**src/rtl/dma_bus_arbiter.sv**
```systemverilog
// rtl/dma_bus_arbiter.sv - DMA command issue, bus request/grant handshake and completion tracking
//
// Ports:
//   CLK          system clock, all state updates on the rising edge
//   reset_n      asynchronous active-low reset
//   dev_ready    device holds a block ready (sampled only in IDLE)
//   cpu_mem_busy CPU owns the memory bus this cycle (blocks a new grant)
//   BR           bus request from the DMA engine
//   dma_done     DMA completion level; only its rising edge completes a grant
//   irq_ack      CPU acknowledge, clears dma_irq and dma_err
//   cmd          one-cycle DMA start pulse
//   BG           bus grant to the DMA, doubles as CPU stall/tristate enable
//   dma_irq      sticky completion interrupt
//   dma_err      sticky watchdog-timeout flag
//   xfer_count   completed-transfer counter, wraps
//   busy         high whenever the FSM is not IDLE

module dma_bus_arbiter #(
  parameter int COUNT_W = 8,
  parameter int TIMEOUT = 32
) (
  input  logic               CLK,
  input  logic               reset_n,
  input  logic               dev_ready,
  input  logic               cpu_mem_busy,
  input  logic               BR,
  input  logic               dma_done,
  input  logic               irq_ack,
  output logic               cmd,
  output logic               BG,
  output logic               dma_irq,
  output logic               dma_err,
  output logic [COUNT_W-1:0] xfer_count,
  output logic               busy
);

  // TIMEOUT is limited to 255, so an 8-bit grant timer always suffices.
  localparam int         TIMER_W    = 8;
  localparam logic [7:0] TIMER_LAST = 8'(TIMEOUT - 1);

  typedef enum logic [2:0] {
    IDLE     = 3'd0,
    CMD      = 3'd1,
    WAIT_BUS = 3'd2,
    GRANT    = 3'd3,
    RELEASE  = 3'd4
  } state_t;

  state_t               state;
  state_t               state_nxt;
  logic [TIMER_W-1:0]   timer;
  logic [TIMER_W-1:0]   timer_nxt;
  logic                 done_q;
  logic                 done_evt;
  logic                 dma_irq_nxt;
  logic                 dma_err_nxt;
  logic [COUNT_W-1:0]   xfer_count_nxt;

  // A dma_done level left over from an earlier transfer must not complete
  // the current grant, so only a fresh rising edge counts.
  assign done_evt = dma_done & ~done_q;

  always_ff @(posedge CLK or negedge reset_n) begin
    if (!reset_n) begin
      state      <= IDLE;
      timer      <= '0;
      done_q     <= 1'b0;
      dma_irq    <= 1'b0;
      dma_err    <= 1'b0;
      xfer_count <= '0;
    end else begin
      state      <= state_nxt;
      timer      <= timer_nxt;
      done_q     <= dma_done;
      dma_irq    <= dma_irq_nxt;
      dma_err    <= dma_err_nxt;
      xfer_count <= xfer_count_nxt;
    end
  end

  always_comb begin
    state_nxt      = state;
    timer_nxt      = '0;
    // Acknowledge clears both flags; a set in the same cycle overrides below.
    dma_irq_nxt    = dma_irq & ~irq_ack;
    dma_err_nxt    = dma_err & ~irq_ack;
    xfer_count_nxt = xfer_count;

    case (state)
      IDLE: begin
        if (dev_ready) begin
          state_nxt = CMD;
        end
      end

      CMD: begin
        state_nxt = WAIT_BUS;
      end

      WAIT_BUS: begin
        // Grant only in a gap between CPU memory accesses.
        if (BR && !cpu_mem_busy) begin
          state_nxt = GRANT;
        end
      end

      GRANT: begin
        timer_nxt = timer + 8'd1;
        // Completion takes priority over a watchdog expiry in the same cycle.
        if (done_evt) begin
          state_nxt      = RELEASE;
          timer_nxt      = '0;
          xfer_count_nxt = xfer_count + 1'b1;
          dma_irq_nxt    = 1'b1;
        end else if (timer == TIMER_LAST) begin
          state_nxt   = RELEASE;
          timer_nxt   = '0;
          dma_err_nxt = 1'b1;
        end
      end

      RELEASE: begin
        if (!BR) begin
          state_nxt = IDLE;
        end
      end

      default: begin
        state_nxt = IDLE;
      end
    endcase
  end

  // Pure state decodes, so reset drops BG without waiting for a clock edge.
  assign cmd  = (state == CMD);
  assign BG   = (state == GRANT);
  assign busy = (state != IDLE);

endmodule

```
**config.mk**
```make
export PLATFORM = sky130hd
export DESIGN_NAME = dma_bus_arbiter
export DESIGN_NICKNAME = d
export VERILOG_FILES = /design/src/rtl/dma_bus_arbiter.sv
export SDC_FILE = /design/constraint.sdc
export NUM_CORES = 1
export LEC_CHECK = 0
export ABC_AREA = 1
export BUFFER_PORTS_ARGS = -buffer_cell sky130_fd_sc_hd__buf_2
export CAP_MARGIN = 20
export CORE_MARGIN = 3
export CORE_UTILIZATION = 43
export DETAILED_ROUTE_END_ITERATION = 10
export GPL_ROUTABILITY_DRIVEN = 0
export PLACE_DENSITY = 0.77
export SETUP_SLACK_MARGIN = 0.15
export SYNTH_ARGS = -nofsm -noshare
export SYNTH_HDL_FRONTEND = slang
export SYNTH_SLANG_ARGS = --single-unit
```
**constraint.sdc**
```tcl
create_clock -name CLK -period 1.2 [get_ports CLK]
set_input_delay 0.06 -clock CLK [delete_from_list [all_inputs] [get_ports CLK]]
set_output_delay 0.06 -clock CLK [all_outputs]
set_load 0.05 [all_outputs]
```
==> metrics.csv, run 1 <==
metric;value;unit
worst r2r dst;xfer_count[5];
Syn. warnings;0;
Max Clock Freq;745;MHz
status;finished, violations left;
syn_nets;151;
largest area contributor in the netlist;dfrtp_1;
largest net degree at the start of global routing;23;
Congestion Overflow GR;0;
Initial Util;45.7;%
worst skew pair latency;0.32;ns
Setup crit end kind;output pin;
area share of the largest cell type after synthesis;48.2;%
root buffer cell;clkbuf_4;
Netlist cell types;22;
Avg Cell Area, Syn;8.04;um^2
Fin. Hold Viols;0;
Max Buffers Root-to-Sink;2;
Final Cell Area;1820;um^2
Port Buf Inserts;19;
vias;1154;
Final #Nets;206;
Post-Route WL;3090;um
drt pass-1 iters;4;
Tcrit/Tclk final;112;%
CP cell instances;inv_2, nand3_4, clkinvlp_4, buf_8;
Reg2Reg Depth;6;
Max stage delay cell, worst path;dfrtp_1;
global-route wire length before repair;4350;um
synth top area cells;dfrtp_1 (48%), nand2_1 (14%), inv_1 (6.9%);
initial antenna violation count;0;
Final Critical Period;1.34;ns
worst setup slack after layout;-0.143;ns
WL per Instance;13.7;um
gr usage total;16.9;%
Worst Setup Start Kind;register;
clock sinks;22;
RSZ-0062 raised after global routing;true;
FF+latch count, synth;22;
Hold Startpoint;BR;
TritonCTS buffer count;3;
mapped cell area;1140;um^2
vias per cell;5.11;
# H-tree levels;1;
Die ar.;3310;um^2
crit path buf inv count;3;
PD cells;1890;nW/um^2
Layout Area Growth over Synthesis;59.3;%
hold depth;3;
# diodes;0;
Clk pin slew, worst setup/hold paths;0.13;ns
crit path kind;reg2out;
commonest cells after routing, fill and taps aside;nand2_1 (28), buf_4 (25), inv_1 (16);
max-cap check violation count;0;
Final setup viols;15;
Worst EP required;1.14;ns
vias in the first global route;1032;
reg2reg start;state[2];
Final Max Slew Viols;0;
Max-slew headroom;67.8;%
Hold EP;state[2];
Max Clock Skew;0.00690;ns
Max FO, Critical Path;4;
worst slew pin tran;0.483;ns
share of cells above drive strength 1;56.1;%
reg2reg setup slack;-0.11;ns
DP Area;1380;um^2
Gate Count Post-Synth;142;
most common cell after layout, fill and taps aside;nand2_1;
CTS tree;yes;
DRT antenna net count;0;
I/O Pins;20;
P_leak;0.915;nW
VDD IR max;1810;uV
Residual DRC;0;
Top Family by Delay on Critical Path;flip-flops;
Util after Layout;72.8;%
FP Rows;18;
failing checks;negative setup slack;
DRT iter0 DRCs;31;
Critical Path Max Stage Delay;0.44;ns
Tightest Hold Check Type;in2reg;
DP HPWL;1810;um
sequential fraction of the synthesis area;48.2;%
arrival time at the worst endpoint;1.28;ns
Die Ht;57.5;um
Horiz. Die Dim;57.5;um
CORE AREA;2500;um^2
## routing by layer
layer  track usage (%)  share of wire, %
met1              21.8                40
met2              28.1                54
met3              2.94               4.1
met4              6.62               2.0
met5                 0                 0
## metrics by stage
stage	setup slack [ns]	cells	hold slack (ns)	setup TNS, ns	total power [mW]
2_1_floorplan	0.0469	142	-0.236	0	1.98
4_1_cts	-0.109	212	0.0357	-0.555	3.14
6_report	-0.143	226	0.0192	-0.975	3.44
3_3_place_gp	0.0115	197	0.0530	0	2.28
5_1_grt	-0.179	226	0.0178	-1.75	3.62
3_5_place_dp	-0.0390	197	0.0522	-0.0914	2.32
## power by group
| group | switching [mW] | leakage (nW) | internal [mW] |
|---|---|---|---|
| clock network | 0.242 | 0.0210 | 0.186 |
| registers | 0.192 | 0.281 | 0.885 |
| logic | 1.07 | 0.613 | 0.861 |
| total | 1.50 | 0.915 | 1.93 |
## area by class of cell
cell class | instances | area, um^2
tap | 30 | 37.5
fill | 165 | 681
multi-input combinational | 99 | 676
clock buffer | 4 | 36.3
sequential | 22 | 563
timing repair buffer | 50 | 422
inverter | 21 | 85.1
## worst max-delay path by stage
stage                         from            end  slack (ns)  depth (start not counted)
after floorplan           state[2]  xfer_count[4]        0.05                          6
after global placement    state[2]  xfer_count[4]        0.01                          6
after detailed placement  state[2]  xfer_count[4]       -0.04                          6
after CTS                 state[2]             BG       -0.11                          4
after global routing      state[2]             BG       -0.18                          4
final                     state[2]             BG       -0.14                          4
## registers in the layout (all words and copies together) (netlist names)
register,count
dma_err,1
xfer_count,8
state,3
done_q,1
dma_irq,1
timer,8
## what timing repair did
item                                   CTS  global route
setup endpoints to repair               31            32
hold buffers                             3             0
endpoints found under the hold margin   25             0
pin swaps                               15             3
setup buffers                            8            14
resized for setup                       38            27
## logic make-up (layout without fill, tap and decap cells)
| group | after synthesis | in the layout | synth area share, % |
|---|---|---|---|
| xor+xnor | 3 | 3 | 2.30 |
| buf+inv | 21 | 75 | 6.90 |
| compound gates | 13 | 13 | 6.13 |
| simple gates | 81 | 81 | 34.3 |
| fa+ha+maj | 2 | 2 | 2.19 |
| flops | 22 | 22 | 48.2 |
## tightest hold or removal path: cells and delay by family
kind / cells / cell delay [ns]
and+or+nand+nor: 2 / 0.14
buffers and inverters: 1 / 0.11
## cell usage after synthesis
cell       n
nand2_1   44
dfrtp_1   22
inv_1     21
nor2_1    13
nand3_1   10
o21ai_0    6
nand4_1    4
a21oi_1    3
ha_1       2
nand2_4    2
nor2_2     2
o21ai_1    2
xnor2_1    2
a21boi_0   1
nand2_2    1
nand3_4    1
nand3b_1   1
nor2_4     1
nor2_8     1
nor3_1     1
o21bai_1   1
xor2_1     1
No activity file was read; power rests on OpenSTA's default activity.
==> inputs of run 2 (changes only) <==
BUFFER_PORTS_ARGS = unset   (was -buffer_cell sky130_fd_sc_hd__buf_2)
DONT_BUFFER_PORTS = 1   (was unset)
PLACE_DENSITY = 0.69   (was 0.77)
clock period = 1.3 ns   (was 1.2 ns; I/O delays follow)
==> run 2 against run 1 <==
  * The run ends with negative hold slack, negative setup slack left
  * Total power down 13%
  * Clock skew is 0.0061 ns higher
  * Global-route usage rose by 0.17 points
  * Critical endpoint unchanged
  * Largest power group unchanged
==> metrics.csv, run 2 (synthesized netlist as in run 1, its figures left out) <==
metric;value;unit
Final setup viols;1;
Post-Route WL;2950;um
Worst Setup Start Kind;register;
power share of the clock group;11.5;%
vias per cell;5.23;
Top Family by Delay on Critical Path;flip-flops;
crit path buf inv count;3;
met1 Use GR;20.5;%
Residual DRC;0;
RSZ-0062 raised after global routing;true;
largest net degree at the start of global routing;23;
P_leak;0.876;nW
# H-tree levels;1;
CORE AREA;2500;um^2
commonest cells after routing, fill and taps aside;nand2_1 (34), buf_4 (22), inv_1 (16);
Critical Path Max Stage Delay;0.44;ns
Final Cell Area;1760;um^2
Tightest Hold Check Type;in2async;
# fillers;177;
root buffer cell;clkbuf_4;
Horiz. Die Dim;57.5;um
Max Clock Freq;752;MHz
Worst EP required;1.24;ns
worst r2r dst;timer[5];
max-cap check violation count;0;
CTS tree;yes;
Worst Setup EP;BG;
Sw Ratio;46.3;%
global-route wire length before repair;4450;um
reg2reg start;state[2];
Worst setup startpoint;state[2];
sequential fraction of design power;32.0;%
DP Cell Count;186;
post-route insts no fill;212;
arrival time at the worst endpoint;1.27;ns
TritonCTS buffer count;3;
GR peak layer;met2;
Final Max Slew Viols;0;
status;finished, violations left;
FP Rows;18;
Psw;1.39;mW
CP Depth;4;
drt pass-1 iters;4;
DP Area;1330;um^2
Clk pin slew, worst setup/hold paths;0.14;ns
Tcrit/Tclk final;102;%
DP HPWL;1620;um
worst skew pair latency;0.32;ns
worst setup slack after layout;-0.0305;ns
Fin. Hold Viols;22;
worst slew pin tran;1.02;ns
Setup crit end kind;output pin;
clock sinks;22;
initial antenna violation count;0;
most common cell after layout, fill and taps aside;nand2_1;
crit path kind;reg2out;
Layout Area Growth over Synthesis;54.3;%
vias in the first global route;1075;
VDD IR max;1630;uV
Util after Layout;70.5;%
largest registers;timer x8, xfer_count x8, state x3;
Max-slew headroom;31.9;%
Final #Nets;192;
Max FO, Critical Path;4;
Die Ht;57.5;um
failing checks;negative hold slack, negative setup slack;
M3 GR Usage;3.17;%
Die ar.;3310;um^2
Logic pwr share;56.5;%
DRT antenna net count;0;
Congestion Overflow GR;0;
vias;1108;
Max Clock Skew;0.0130;ns
share of cells above drive strength 1;50.0;%
# diodes;0;
Int Pwr;1.61;mW
Reg2Reg Depth;7;
gr usage total;17.1;%
DRT iter0 DRCs;42;
Max Buffers Root-to-Sink;2;
reg2reg setup slack;0.03;ns
Hold Slack;-0.0312;ns
Initial Util;45.7;%
Max stage delay cell, worst path;dfrtp_1;
PD cells;1700;nW/um^2
met2 usage;30.3;%
WL per Instance;13.9;um
I/O Pins;20;
Port Buf Inserts;0;
CP cell instances;inv_2, nand3_4, clkinvlp_4, buf_8;
Final Critical Period;1.33;ns
run 2: what timing repair did:
item | 4_1_cts | 5_1_grt
setup endpoints to repair | 20 | 29
gates resized for setup | 29 | 35
hold buffers | 4 | 0
setup buffers | 7 | 11
pin swaps | 15 | 14
hold endpoints to repair | 27 | 0
run 2: area by class of cell:
class | instances | area (um^2) | share of cell area (%)
well taps | 30 | 37.5 | 2.13
multi-input cells | 99 | 714 | 40.5
flip-flops and latches | 22 | 561 | 31.8
repair buffers | 36 | 337 | 19.1
clock buffers | 4 | 26.3 | 1.49
inverters | 21 | 87.6 | 4.97
run 2: worst register-to-register path: cells and delay by family, from the launching register on:
| kind | cells | cell delay [ns] |
|---|---|---|
| buffers and inverters | 3 | 0.35 |
| AND/OR/NAND/NOR | 4 | 0.43 |
| flip-flops | 1 | 0.44 |
run 2: metal layers:
layer,wire [um],up-vias
met5,0,-
met4,57,0
met3,105,7
met2,1520,33
met1,1270,542
li1,-,526
run 2: worst min-delay path by stage:
stage | to | depth (start not counted)
2_1_floorplan | dma_err | 0
3_3_place_gp | timer[5] | 0
3_5_place_dp | timer[5] | 0
4_1_cts | state[1] | 4
5_1_grt | timer[1] | 1
6_report | timer[1] | 1
run 2: power groups by stage:
stage	clock, mW	sequential (mW)	combinational (mW)
final	0.346	0.959	1.69
after detailed placement	0	0.959	1.14
after global routing	0.374	0.979	1.81
after global placement	0	0.956	1.12
after floorplan	0	1.17	0.636
after CTS	0.338	0.954	1.43
run 2: through the flow:
stage / total power [mW] / setup TNS [ns] / setup slack, ns
after floorplan: 1.81 / 0 / 0.0806
after global placement: 2.07 / 0 / 0.113
after detailed placement: 2.09 / 0 / 0.0835
after CTS: 2.72 / -0.00465 / -0.00465
after global routing: 3.16 / -0.180 / -0.0770
final: 3.00 / -0.0305 / -0.0305
